===== config.mk =====
export PLATFORM = sky130hd
export DESIGN_NAME = led_sequencer
export DESIGN_NICKNAME = d
export VERILOG_FILES = /design/src/rtl/led_seq_pkg.sv /design/src/rtl/button_debounce.sv /design/src/rtl/led_sequencer.sv
export SDC_FILE = /design/constraint.sdc
export NUM_CORES = 1
export LEC_CHECK = 0
export ABC_AREA = 1
export ABC_CLOCK_PERIOD_IN_PS = 2200
export CORE_MARGIN = 2
export CORE_UTILIZATION = 61
export DETAILED_ROUTE_END_ITERATION = 10
export PLACE_DENSITY = 0.79
export SETUP_SLACK_MARGIN = 0.4
export SKIP_CTS_REPAIR_TIMING = 1
export SYNTH_ARGS = -nofsm -noshare
export SYNTH_HDL_FRONTEND = slang
export SYNTH_SLANG_ARGS = --single-unit

===== constraint.sdc =====
create_clock -name clk -period 2.2 [get_ports clk]
set_input_delay 0.66 -clock clk [delete_from_list [all_inputs] [get_ports clk]]
set_output_delay 0.66 -clock clk [all_outputs]
set_load 0.005 [all_outputs]

===== src/rtl/led_seq_pkg.sv =====
// Shared types and constants for the status LED sequencer.
// Imported by the sequencer top and its button debouncer.
package led_seq_pkg;

  typedef enum logic [1:0] {
    IDLE   = 2'd0,
    SHOW   = 2'd1,
    CHARGE = 2'd2
  } led_state_t;

  localparam int SYNC_STAGES = 2;

endpackage


===== src/rtl/button_debounce.sv =====
// Button synchroniser, tick-based debouncer and press pulse.
// A press needs a fresh 0->1 of the accepted level after reset.
module button_debounce
  import led_seq_pkg::*;
#(
  parameter int DEBOUNCE_TICKS = 20
) (
  input  logic clk,
  input  logic rst,
  input  logic tick,
  input  logic button,
  output logic press
);

  localparam int CW = $clog2(DEBOUNCE_TICKS + 1);

  logic [SYNC_STAGES-1:0] sync_q, sync_d;
  logic                   btn_s;
  logic [CW-1:0]          cnt_q, cnt_d;
  logic                   acc_q, acc_d;
  logic                   armed_q, armed_d;
  logic                   press_q, press_d;

  always_comb begin
    sync_d = {sync_q[SYNC_STAGES-2:0], button};
    btn_s  = sync_q[SYNC_STAGES-1];
  end

  // Not reset, so a button held through reset is still seen as high.
  always_ff @(posedge clk) begin
    sync_q <= sync_d;
  end

  always_comb begin
    cnt_d = cnt_q;
    acc_d = acc_q;
    if (btn_s == acc_q) begin
      cnt_d = '0;
    end else if (tick) begin
      if (cnt_q == CW'(DEBOUNCE_TICKS - 1)) begin
        cnt_d = '0;
        acc_d = btn_s;
      end else begin
        cnt_d = cnt_q + CW'(1);
      end
    end
    armed_d = armed_q | (~acc_d & ~btn_s);
    press_d = acc_d & ~acc_q & armed_q;
  end

  always_ff @(posedge clk) begin
    if (rst) begin
      cnt_q   <= '0;
      acc_q   <= 1'b0;
      armed_q <= 1'b0;
      press_q <= 1'b0;
    end else begin
      cnt_q   <= cnt_d;
      acc_q   <= acc_d;
      armed_q <= armed_d;
      press_q <= press_d;
    end
  end

  assign press = press_q;

endmodule


===== src/rtl/led_sequencer.sv =====
// Bicolour status LED sequencer: prescaler, display FSM,
// blink phase generators and registered LED drive.
module led_sequencer
  import led_seq_pkg::*;
#(
  parameter int TICK_DIV       = 12000,
  parameter int DEBOUNCE_TICKS = 20,
  parameter int SHOW_TICKS     = 3000,
  parameter int SLOW_HALF      = 500,
  parameter int FAST_HALF      = 125
) (
  input  logic clk,
  input  logic rst,
  input  logic red_req,
  input  logic green_req,
  input  logic button,
  input  logic usb,
  input  logic stat,
  output logic red,
  output logic green,
  output logic active
);

  localparam int DW = $clog2(TICK_DIV);
  localparam int HW = $clog2(SHOW_TICKS + 1);
  localparam int SW = $clog2(SLOW_HALF + 1);
  localparam int FW = $clog2(FAST_HALF + 1);

  logic [SYNC_STAGES-1:0][3:0] meta_q, meta_d;
  logic red_s, green_s, usb_s, stat_s;

  logic [DW-1:0] div_q, div_d;
  logic          tick;
  logic          press;

  led_state_t    state_q, state_d;
  logic [HW-1:0] show_q, show_d;
  logic          phase_rst;

  logic [SW-1:0] slow_cnt_q, slow_cnt_d;
  logic          slow_ph_q, slow_ph_d;
  logic [FW-1:0] fast_cnt_q, fast_cnt_d;
  logic          fast_ph_q, fast_ph_d;

  logic red_q, red_d;
  logic green_q, green_d;
  logic active_q, active_d;

  always_comb begin
    meta_d = {meta_q[SYNC_STAGES-2:0], {red_req, green_req, usb, stat}};
    {red_s, green_s, usb_s, stat_s} = meta_q[SYNC_STAGES-1];
  end

  always_ff @(posedge clk) begin
    meta_q <= meta_d;
  end

  always_comb begin
    tick  = (div_q == DW'(TICK_DIV - 1));
    div_d = tick ? '0 : div_q + DW'(1);
  end

  button_debounce #(
    .DEBOUNCE_TICKS(DEBOUNCE_TICKS)
  ) u_btn (
    .clk   (clk),
    .rst   (rst),
    .tick  (tick),
    .button(button),
    .press (press)
  );

  always_comb begin
    state_d = state_q;
    show_d  = show_q;
    unique case (state_q)
      IDLE: begin
        if (usb_s) begin
          state_d = CHARGE;
        end else if (press) begin
          state_d = SHOW;
          show_d  = HW'(SHOW_TICKS);
        end
      end
      SHOW: begin
        if (usb_s) begin
          state_d = CHARGE;
        end else if (press) begin
          show_d = HW'(SHOW_TICKS);
        end else if (show_q == '0) begin
          state_d = IDLE;
        end else if (tick) begin
          show_d = show_q - HW'(1);
        end
      end
      CHARGE: begin
        if (!usb_s) begin
          state_d = IDLE;
        end
      end
      default: state_d = IDLE;
    endcase
  end

  // Restart both phases ON whenever the display mode changes.
  always_comb begin
    phase_rst  = (state_d != state_q);
    slow_cnt_d = slow_cnt_q;
    slow_ph_d  = slow_ph_q;
    fast_cnt_d = fast_cnt_q;
    fast_ph_d  = fast_ph_q;
    if (phase_rst) begin
      slow_cnt_d = '0;
      slow_ph_d  = 1'b1;
      fast_cnt_d = '0;
      fast_ph_d  = 1'b1;
    end else if (tick) begin
      if (slow_cnt_q == SW'(SLOW_HALF - 1)) begin
        slow_cnt_d = '0;
        slow_ph_d  = ~slow_ph_q;
      end else begin
        slow_cnt_d = slow_cnt_q + SW'(1);
      end
      if (fast_cnt_q == FW'(FAST_HALF - 1)) begin
        fast_cnt_d = '0;
        fast_ph_d  = ~fast_ph_q;
      end else begin
        fast_cnt_d = fast_cnt_q + FW'(1);
      end
    end
  end

  always_comb begin
    red_d    = 1'b0;
    green_d  = 1'b0;
    active_d = (state_q != IDLE);
    if (state_q != IDLE) begin
      if (red_s && green_s) begin
        red_d   = fast_ph_q;
        green_d = ~fast_ph_q;
      end else if (state_q == SHOW || stat_s) begin
        red_d   = red_s;
        green_d = green_s;
      end else begin
        red_d   = red_s & slow_ph_q;
        green_d = green_s & slow_ph_q;
      end
    end
  end

  always_ff @(posedge clk) begin
    if (rst) begin
      div_q      <= '0;
      state_q    <= IDLE;
      show_q     <= '0;
      slow_cnt_q <= '0;
      slow_ph_q  <= 1'b1;
      fast_cnt_q <= '0;
      fast_ph_q  <= 1'b1;
      red_q      <= 1'b0;
      green_q    <= 1'b0;
      active_q   <= 1'b0;
    end else begin
      div_q      <= div_d;
      state_q    <= state_d;
      show_q     <= show_d;
      slow_cnt_q <= slow_cnt_d;
      slow_ph_q  <= slow_ph_d;
      fast_cnt_q <= fast_cnt_d;
      fast_ph_q  <= fast_ph_d;
      red_q      <= red_d;
      green_q    <= green_d;
      active_q   <= active_d;
    end
  end

  assign red    = red_q;
  assign green  = green_q;
  assign active = active_q;

endmodule

# After elaboration in Yosys (flattened, before gate mapping)
# Cells that the tools add are included.
[word_totals]
output_inout_bits = 3
elab_cells = 84
input_bits = 7
latch_bits = 0
n_memories = 0
ram_bits = 0
reg_bits = 67
rom_bits = 0
[op_classes]
n_eq_ne = 13
mul = 0
n_mux = 24
shift = 0
n_div = 0
n_addsub = 5
n_reduce_logical = 13
order_cmp = 0
bitwise = 12
[op_table]
columns = ["op", "n"]
rows = [
  ["$mux W12", 6],
  ["$pmux W12 S2", 1],
  ["$add A14 B1 Y14 const B", 1],
  ["$eq A14 B14 Y1 const B", 1],
  ["$logic_not A12 Y1", 1],
  ["$mux W2", 6],
  ["$sub A12 B1 Y12 const B", 1],
  ["$add A9 B1 Y9 const B", 1],
  ["$eq A9 B9 Y1 const B", 1],
  ["$mux W9", 1],
  ["$reduce_or A2 Y1", 4],
  ["$add A7 B1 Y7 const B", 1],
  ["$eq A7 B7 Y1 const B", 1],
  ["$mux W1", 7],
  ["$mux W7", 1],
  ["$ne A3 B2 Y1 const B", 2],
  ["$not A1 Y1", 6],
  ["$pmux W2 S3", 1],
  ["$reduce_and A6 Y1", 1],
  ["$add A5 B1 Y5 const B", 1],
  ["$and A1 B1 Y1", 5],
  ["$eq A5 B5 Y1 const B", 1],
  ["$mux W5", 1],
  ["$ne A2 B2 Y1 const B", 2],
  ["other kinds (11)", 13],
]

# Depth between registers and ports, before layout
# Gate-level depths: netlist of run 1.
[depth]
depth_word = 7
ltp_mapped = 12
ltp_nobuf = 11

# Cells and area by module
# Synthesis of run 1 repeated with hierarchy kept, for this count alone.
[hier_totals]
hier_cells = 450
area_unflattened_um2 = 3208.1
[modules_own_cells]
columns = ["mod", "seq_area_each_um2", "cells_per_inst", "area_per_inst_um2", "instances"]
rows = [
  ["led_sequencer", 1141.1, 402, 2805.2, 1],
  ["button_debounce", 200.2, 48, 402.9, 1],
]

# Least setup slack after synthesis of run 1
# No wires, ideal clock.
[synth_timing]
kind = "reg-to-reg"
startpoint = "register show_q[0]"
endpoint = "register slow_cnt_q[8]"
n_path_buf = 1
arrival_time_ns = 1.453
required_ns = 2.086
synth_period_minus_slack_ns = 1.568
setup_ns = 0.114
slack_ns = 0.632
stages_incl_launch_ff = 13
cell_sequence = "dfxtp_1 inv_1 ha_1 nand2_2 nor2_2 nand2_1 nand2_1 nand2_1 nand3_2 nand2_2 nand2_4 buf_6 nor2_2"
[synth_between]
elab_chain_cells = 7
[synth_rtl]
columns = ["element", "line_no", "source"]
rows = [
  ["start: declaration", "led_sequencer.sv:37", "logic [HW-1:0] show_q, show_d;"],
  ["start signal: assignment", "led_sequencer.sv:166", "show_q <= show_d;"],
  ["$logic_not A12 Y1", "led_sequencer.sv:90", "end else if (show_q == '0) begin"],
  ["$mux W2", "led_sequencer.sv:90", ""],
  ["$mux W2", "led_sequencer.sv:88", "end else if (press) begin"],
  ["$mux W2", "led_sequencer.sv:86", "if (usb_s) begin"],
  ["$pmux W2 S3", "led_sequencer.sv:76", "unique case (state_q)"],
  ["$ne A2 B2 Y1", "led_sequencer.sv:107", "phase_rst = (state_d != state_q);"],
  ["$reduce_or A2 Y1 (no source line)", "n/a", ""],
  ["end signal: assignment", "led_sequencer.sv:167", "slow_cnt_q <= slow_cnt_d;"],
  ["end: declaration", "led_sequencer.sv:40", "logic [SW-1:0] slow_cnt_q, slow_cnt_d;"],
]
# No other way between the ends.
# A chain may end at the register's enable or synchronous reset.

# Worst setup path after layout of run 1
[layout_timing]
startpoint = "input port rst"
endpoint = "register div_q[7]"
[layout_between]
elab_chain_cells = 1
[layout_rtl]
columns = ["element", "line_no", "source"]
rows = [
  ["start: declaration", "led_sequencer.sv:13", "input logic rst,"],
  ["$reduce_or A2 Y1 (no source line)", "n/a", ""],
  ["end signal: assignment", "led_sequencer.sv:164", "div_q <= div_d;"],
  ["end: declaration", "led_sequencer.sv:32", "logic [DW-1:0] div_q, div_d;"],
]
# No other way between the ends.

==> out/results.ini, run 1 <==
[floorplan]
core_um2=5440
floorplan.initialDensity_pct=62.3
core.rowCount=27
die_h_um=78.5
io_pins=10
die-area_um2=6160
die_x_um=78.5

[power_and_ir_drop]
vdd_drop_max_uv=432
combPwrFrac_pct=3.6
p_clk_share_pct=38.8
internal_power_mw=1.66
power_density_nw_per_um2=573
switchingPower_mw=0.499
p_total_mw=2.16
swShare_pct=23.1
p_leak_nw=1.52
seq_power_share_pct=57.6

[setup_path]
slowest_delay_ps=490
end_kind=flip-flop
start_kind=primary input
critPathCapture=div_q[7]
worst-path-buf-inv=3
r2r_cells=10
crit_chain=clkdlybuf4s50_1 -> clkinv_1 -> buf_4 -> nand2_1 -> nor3_1
regToRegEndpoint=fast_cnt_q[6]
cp.depth=5
crit_start=rst
cp_data_arrival_time_ps=1910
critical_path_class=primary input to flip-flop
rr_startpoint=div_q[1]
cp_max_fo=12
required_ps=2410
cpMaxStageDelayCell=clkdlybuf4s50_1
r2r_setup_slack_ps=530
cp_top_family=buffers and inverters

[synth]
synth_top_family_by_area=simple AND/OR/NAND/NOR gates
synth_seq_cells=67
syn-num-nets=471
synth_compound_area_share_pct=9.60
synth_edf_count=0
ys_types=40
synth_area_um2=3390
syn_inst=458
synth_ff_type=dfxtp_1
synthSimpleGateAreaFrac_pct=37.6
synth_fa_ha_area_share_pct=2.22
synth_xor_area_share_pct=1.81
avgSynthCellArea_um2=7.40
yosysWarnings=0
synthArstFlopShare_pct=0
yosysSeqAreaShare_pct=39.6
synth_mux_area_share_pct=0

[route]
wirelength_um=6650
avgViaCountPerCell=5.24
routedWlPerCell_um=12.0
drtAntennaViolNets=0
vias=2902
drc_errors=0
drt_iter0_drc=138
drtPass1Iterations=4

[hold_path]
hp-class=flip-flop to flip-flop

[clock_network]
cts_root_buf=clkbuf_8
clk_pin_slew_ps=70
numCtsBuffers=9
htree_levels=3
cts_sinks=67
clock_latency_ps=330
cts_tree=yes
cts_buffer_depth=2

[timing]
post-route-min-period_ps=1700
worst_pin_slew_ps=418
setup_slack_ps=495
totalNegativeSetupSlack_ps=0
rsz0062_at_grt=no
min_period_over_period_pct=77.5
slew_viol_final=0
slew-limit-headroom_pct=71.9
hold_viol=0
maxClockFrequency_mhz=587
fin_worst_skew_ps=7.13
whs_ps=328
setup_viol=0

[placed_design]
dpl_cell_area_um2=3530
dpl.hpwl_um=4680
place.gp.congestion=0.828
dp_cells=535
dp_slack_ps=160
io_buffers=9

[cells_and_area]
fin_util_pct=69.3
final_common_cell=nand2_1
area_growth_pct=11.2
layout-drive-gt1-share_pct=17.6
design_area_um2=3770
layout_common_cells=nand2_1, nor2_1, dfxtp_1, inv_1, nand3_1
antenna_cells=0
nNetsFinal=491
final_cells=554

[flow_run]
maxCapViolCount=0

[global_route]
grt_overflow=0
grt_usage_pct=23.0
grt_pass1_wl_um=11400
antenna_found_initial=0
grt_max_degree=17
grt_pass1_vias=2693

[outcome]
status=complete, no violations

area by class of cell:
class                           count  area [µm²]
Timing Repair Buffer               16         150
Sequential cell                    67        1340
Tap cell                           72        90.1
Inverter                           64         240
Multi-Input combinational cell    320        1780
Clock buffer                       10         128
Fill cell                         456        1670
Clock inverter                      5        31.3
worst min-delay path by stage:
| stage | startpoint | to | slack [ps] | cells past startpoint |
|---|---|---|---|---|
| 2_1_floorplan | meta_d[6] | green_s | 310 | 0 |
| 3_3_place_gp | meta_d[5] | meta_q[5] | 310 | 0 |
| 3_5_place_dp | meta_d[7] | meta_q[7] | 310 | 0 |
| 4_1_cts | u_btn.sync_q[0] | u_btn.sync_q[1] | 330 | 0 |
| 5_1_grt | meta_d[4] | meta_q[4] | 340 | 0 |
| 6_report | meta_d[7] | meta_q[7] | 330 | 0 |
flip-flops by register name, indices dropped and copies added (netlist names):
name and flops:
green 1, show_q 12, u_btn.acc_q 1, u_btn.sync_q 2, u_btn.armed_q 1, meta_d 4
fast_ph_q 1, div_q 14, slow_cnt_q 9, slow_ph_q 1, u_btn.cnt_q 5, green_s 1
fast_cnt_q 7, meta_q 3, active 1, red 1, u_btn.press 1, state_q 2
Yosys cell counts, types with 8 or more instances:
master    n  area, µm²
nand3_1  34        170
a21oi_1  17       85.1
o21ai_0  15       75.1
inv_1    57        214
nand4_1  18        113
nor3_1   11       55.1
nand2_1  75        282
dfxtp_1  67       1340
nand3_2  14        140
nor2_1   67        251
nor2_2   13       81.3
a21oi_2   8       70.1
power groups by stage:
stage / Clock, mW / Sequential (mW) / Combinational, mW
after global placement: 0 / 1.27 / 0.0727
after detailed placement: 0 / 1.27 / 0.0740
after floorplan: 0 / 1.27 / 0.0506
after CTS: 0.865 / 1.24 / 0.0747
after global routing: 0.919 / 1.24 / 0.0858
final: 0.837 / 1.24 / 0.0785
per-layer routing:
metal | vias to the layer above | routed length, µm | track usage, %
met5 | - | 0 | 0
met4 | 0 | 27 | 7.72
met3 | 2 | 169 | 6.32
met2 | 29 | 3270 | 40.1
met1 | 1337 | 3180 | 27.1
li1 | 1534 | - | -
cells by family (layout without fill, tap and decap cells):
logic type                 count (synthesis)  count (layout)
buffers and inverters                     72              95
xor gates and xnor gates                   7               7
AOI/OAI and AO/OA                         52              52
adders and majority gates                  6               6
and+or+nand+nor                          254             255
DFF                                       67              67
No activity file was read; power rests on OpenSTA's default activity.
==> inputs of run 2 (changes only) <==
--- a/config.mk
+++ b/config.mk
@@ -6,11 +6,11 @@
 export NUM_CORES = 1
 export LEC_CHECK = 0
 export ABC_AREA = 1
-export ABC_CLOCK_PERIOD_IN_PS = 2200
+export ABC_CLOCK_PERIOD_IN_PS = 1400
 export CORE_MARGIN = 2
-export CORE_UTILIZATION = 61
+export CORE_UTILIZATION = 55
 export DETAILED_ROUTE_END_ITERATION = 10
-export PLACE_DENSITY = 0.79
+export PLACE_DENSITY = 0.75
 export SETUP_SLACK_MARGIN = 0.4
 export SKIP_CTS_REPAIR_TIMING = 1
 export SYNTH_ARGS = -nofsm -noshare
==> constraint.sdc (replaced) <==
create_clock -name clk -period 1.4 [get_ports clk]
set_input_delay 0.42 -clock clk [delete_from_list [all_inputs] [get_ports clk]]
set_output_delay 0.42 -clock clk [all_outputs]
set_load 0.005 [all_outputs]
==> run 2 against run 1 <==
Largest cell class unchanged. Critical path depth rose by 4. Routed wire length increased by 60%. The run now ends with setup timing left. Global-route usage increased by 1.6 points. First-iteration DRC count is 110% higher. Design area is 32% higher. Largest power group is now the clock network. Combinational power up 140%.
==> out/results.ini, run 2 (synthesized netlist as in run 1, its figures left out) <==
[timing]
slew_viol_final=0
setup_slack_ps=-255
slew-limit-headroom_pct=68.6
post-route-min-period_ps=1660
rsz0062_at_grt=yes
hold_viol=0
worst_pin_slew_ps=467
setup_viol=49
min_period_over_period_pct=118
fin_worst_skew_ps=9.64
maxClockFrequency_mhz=604

[route]
drtPass1Iterations=5
drc_errors=0
drt_iter0_drc=290
avgViaCountPerCell=5.69
routedWlPerCell_um=16.8
wirelength_um=10700
vias=3619
drtAntennaViolNets=0

[placed_design]
dp_cells=600
dp_slack_ps=-313
dpl.hpwl_um=5430
place.gp.congestion=0.852
io_buffers=9

[setup_path]
cp_max_fo=6
critical_path_class=flip-flop to flip-flop
required_ps=1650
end_kind=flip-flop
crit_start=div_q[0]
rr_startpoint=div_q[0]
cp_data_arrival_time_ps=1900
start_kind=flip-flop

[clock_network]
numCtsBuffers=9
cts_root_buf=clkbuf_8
cts_buffer_depth=2
clock_latency_ps=360
cts_tree=yes
cts_sinks=67
clk_pin_slew_ps=80
htree_levels=3

[cells_and_area]
final-seq-area_um2=1370
final_cells=636
fillCellCount=317
nNetsFinal=569
top_register=div_q
antenna_cells=0
final_common_cell=buf_4
multiInputGateArea_um2=2210
largestRegisters=div_q (14), show_q (12), slow_cnt_q (9)
layout_common_cells=buf_4, nand2_1, dfxtp_1, inv_1, nor2_1
layout-drive-gt1-share_pct=44.2
largest_reg_flops=14
area_growth_pct=47.0

[flow_run]
maxCapViolCount=0

[power_and_ir_drop]
vdd_drop_max_uv=1060
p_total_mw=4.19
p_leak_nw=2.03
power_density_nw_per_um2=842

[floorplan]
core_um2=5920
die_x_um=82.5
core.rowCount=28
die-area_um2=6800
io_pins=10
die_h_um=82.5
floorplan.initialDensity_pct=57.2

[hold_path]
worstHoldStart=meta_d[7]
hp-class=flip-flop to flip-flop

[global_route]
antenna_found_initial=1
grt_overflow=0
grt_max_degree=17
grt_usage_pct=24.6
grt_pass1_vias=3035
grt_pass1_wl_um=12900

[outcome]
status=finished with violations
failed_checks=setup timing

## run 2: cell types whose count changed in the layout (fill, tap and decap cells not counted), moves of 9 or more
cell     before  now
a21oi_1      17    8
buf_4         7   72
nand3_1      34   24
a21oi_2       8   17
nor2_1       66   50
dfxtp_1      65   54
nor2_4        1   10
nand2_2       4   15
nand2_1      75   59
o21ai_0      15    6
## run 2: stage by stage
step / utilization [%] / hold slack (ps) / setup TNS, ps / instance area [µm²]
after global placement: 69.7 / 315 / -9720 / 4120
after CTS: 73.9 / 333 / -5920 / 4370
after floorplan: - / 310 / -476 / 3500
after global routing: 84.1 / 348 / -11180 / 4980
final: 84.1 / 341 / -6570 / 4980
after detailed placement: 69.7 / 315 / -11380 / 4120
## run 2: critical path, stage by stage, from the launching register on
cell,delay [ps]
dfxtp_4,360
ha_4,130
nand3_2,80
inv_2,100
nand4_1,170
nor2_4,230
buf_12,160
nor2_2,40
a31oi_1,210
nor2_1,80
## run 2: power by group
group	total (mW)	switching [mW]	internal, mW
clock	2.05	0.816	1.24
combinational	0.188	0.107	0.0811
sequential	1.95	0.0226	1.93
total	4.19	0.945	3.25
## run 2: path summary, 6_finish.rpt
| path | endpoint | slack [ps] | cells after the start |
|---|---|---|---|
| hold reg to reg | meta_q[7] | 340 | 0 |
| hold / removal | meta_q[7] | 340 | 0 |
| setup reg to reg | fast_cnt_q[4] | -260 | 9 |
| setup / recovery | fast_cnt_q[4] | -260 | 9 |
## run 2: final cells by class
class	count	share of cell area, %
multi-input combinational	321	44.3
sequential	67	27.4
timing repair buffer	93	16.4
inverter	64	4.97
clock buffer	10	2.76
clock inverter	6	2.26
tap	75	1.88
## run 2: routing by layer
| metal | track usage (%) | part of all wire (%) | up-vias | routed length (µm) |
|---|---|---|---|---|
| li1 | - | - | 1699 | - |
| met1 | 28.8 | 40 | 1690 | 4270 |
| met2 | 42.0 | 49 | 180 | 5210 |
| met3 | 7.72 | 7.7 | 48 | 817 |
| met4 | 9.33 | 3.3 | 2 | 351 |
| met5 | 0 | 0.12 | - | 13 |
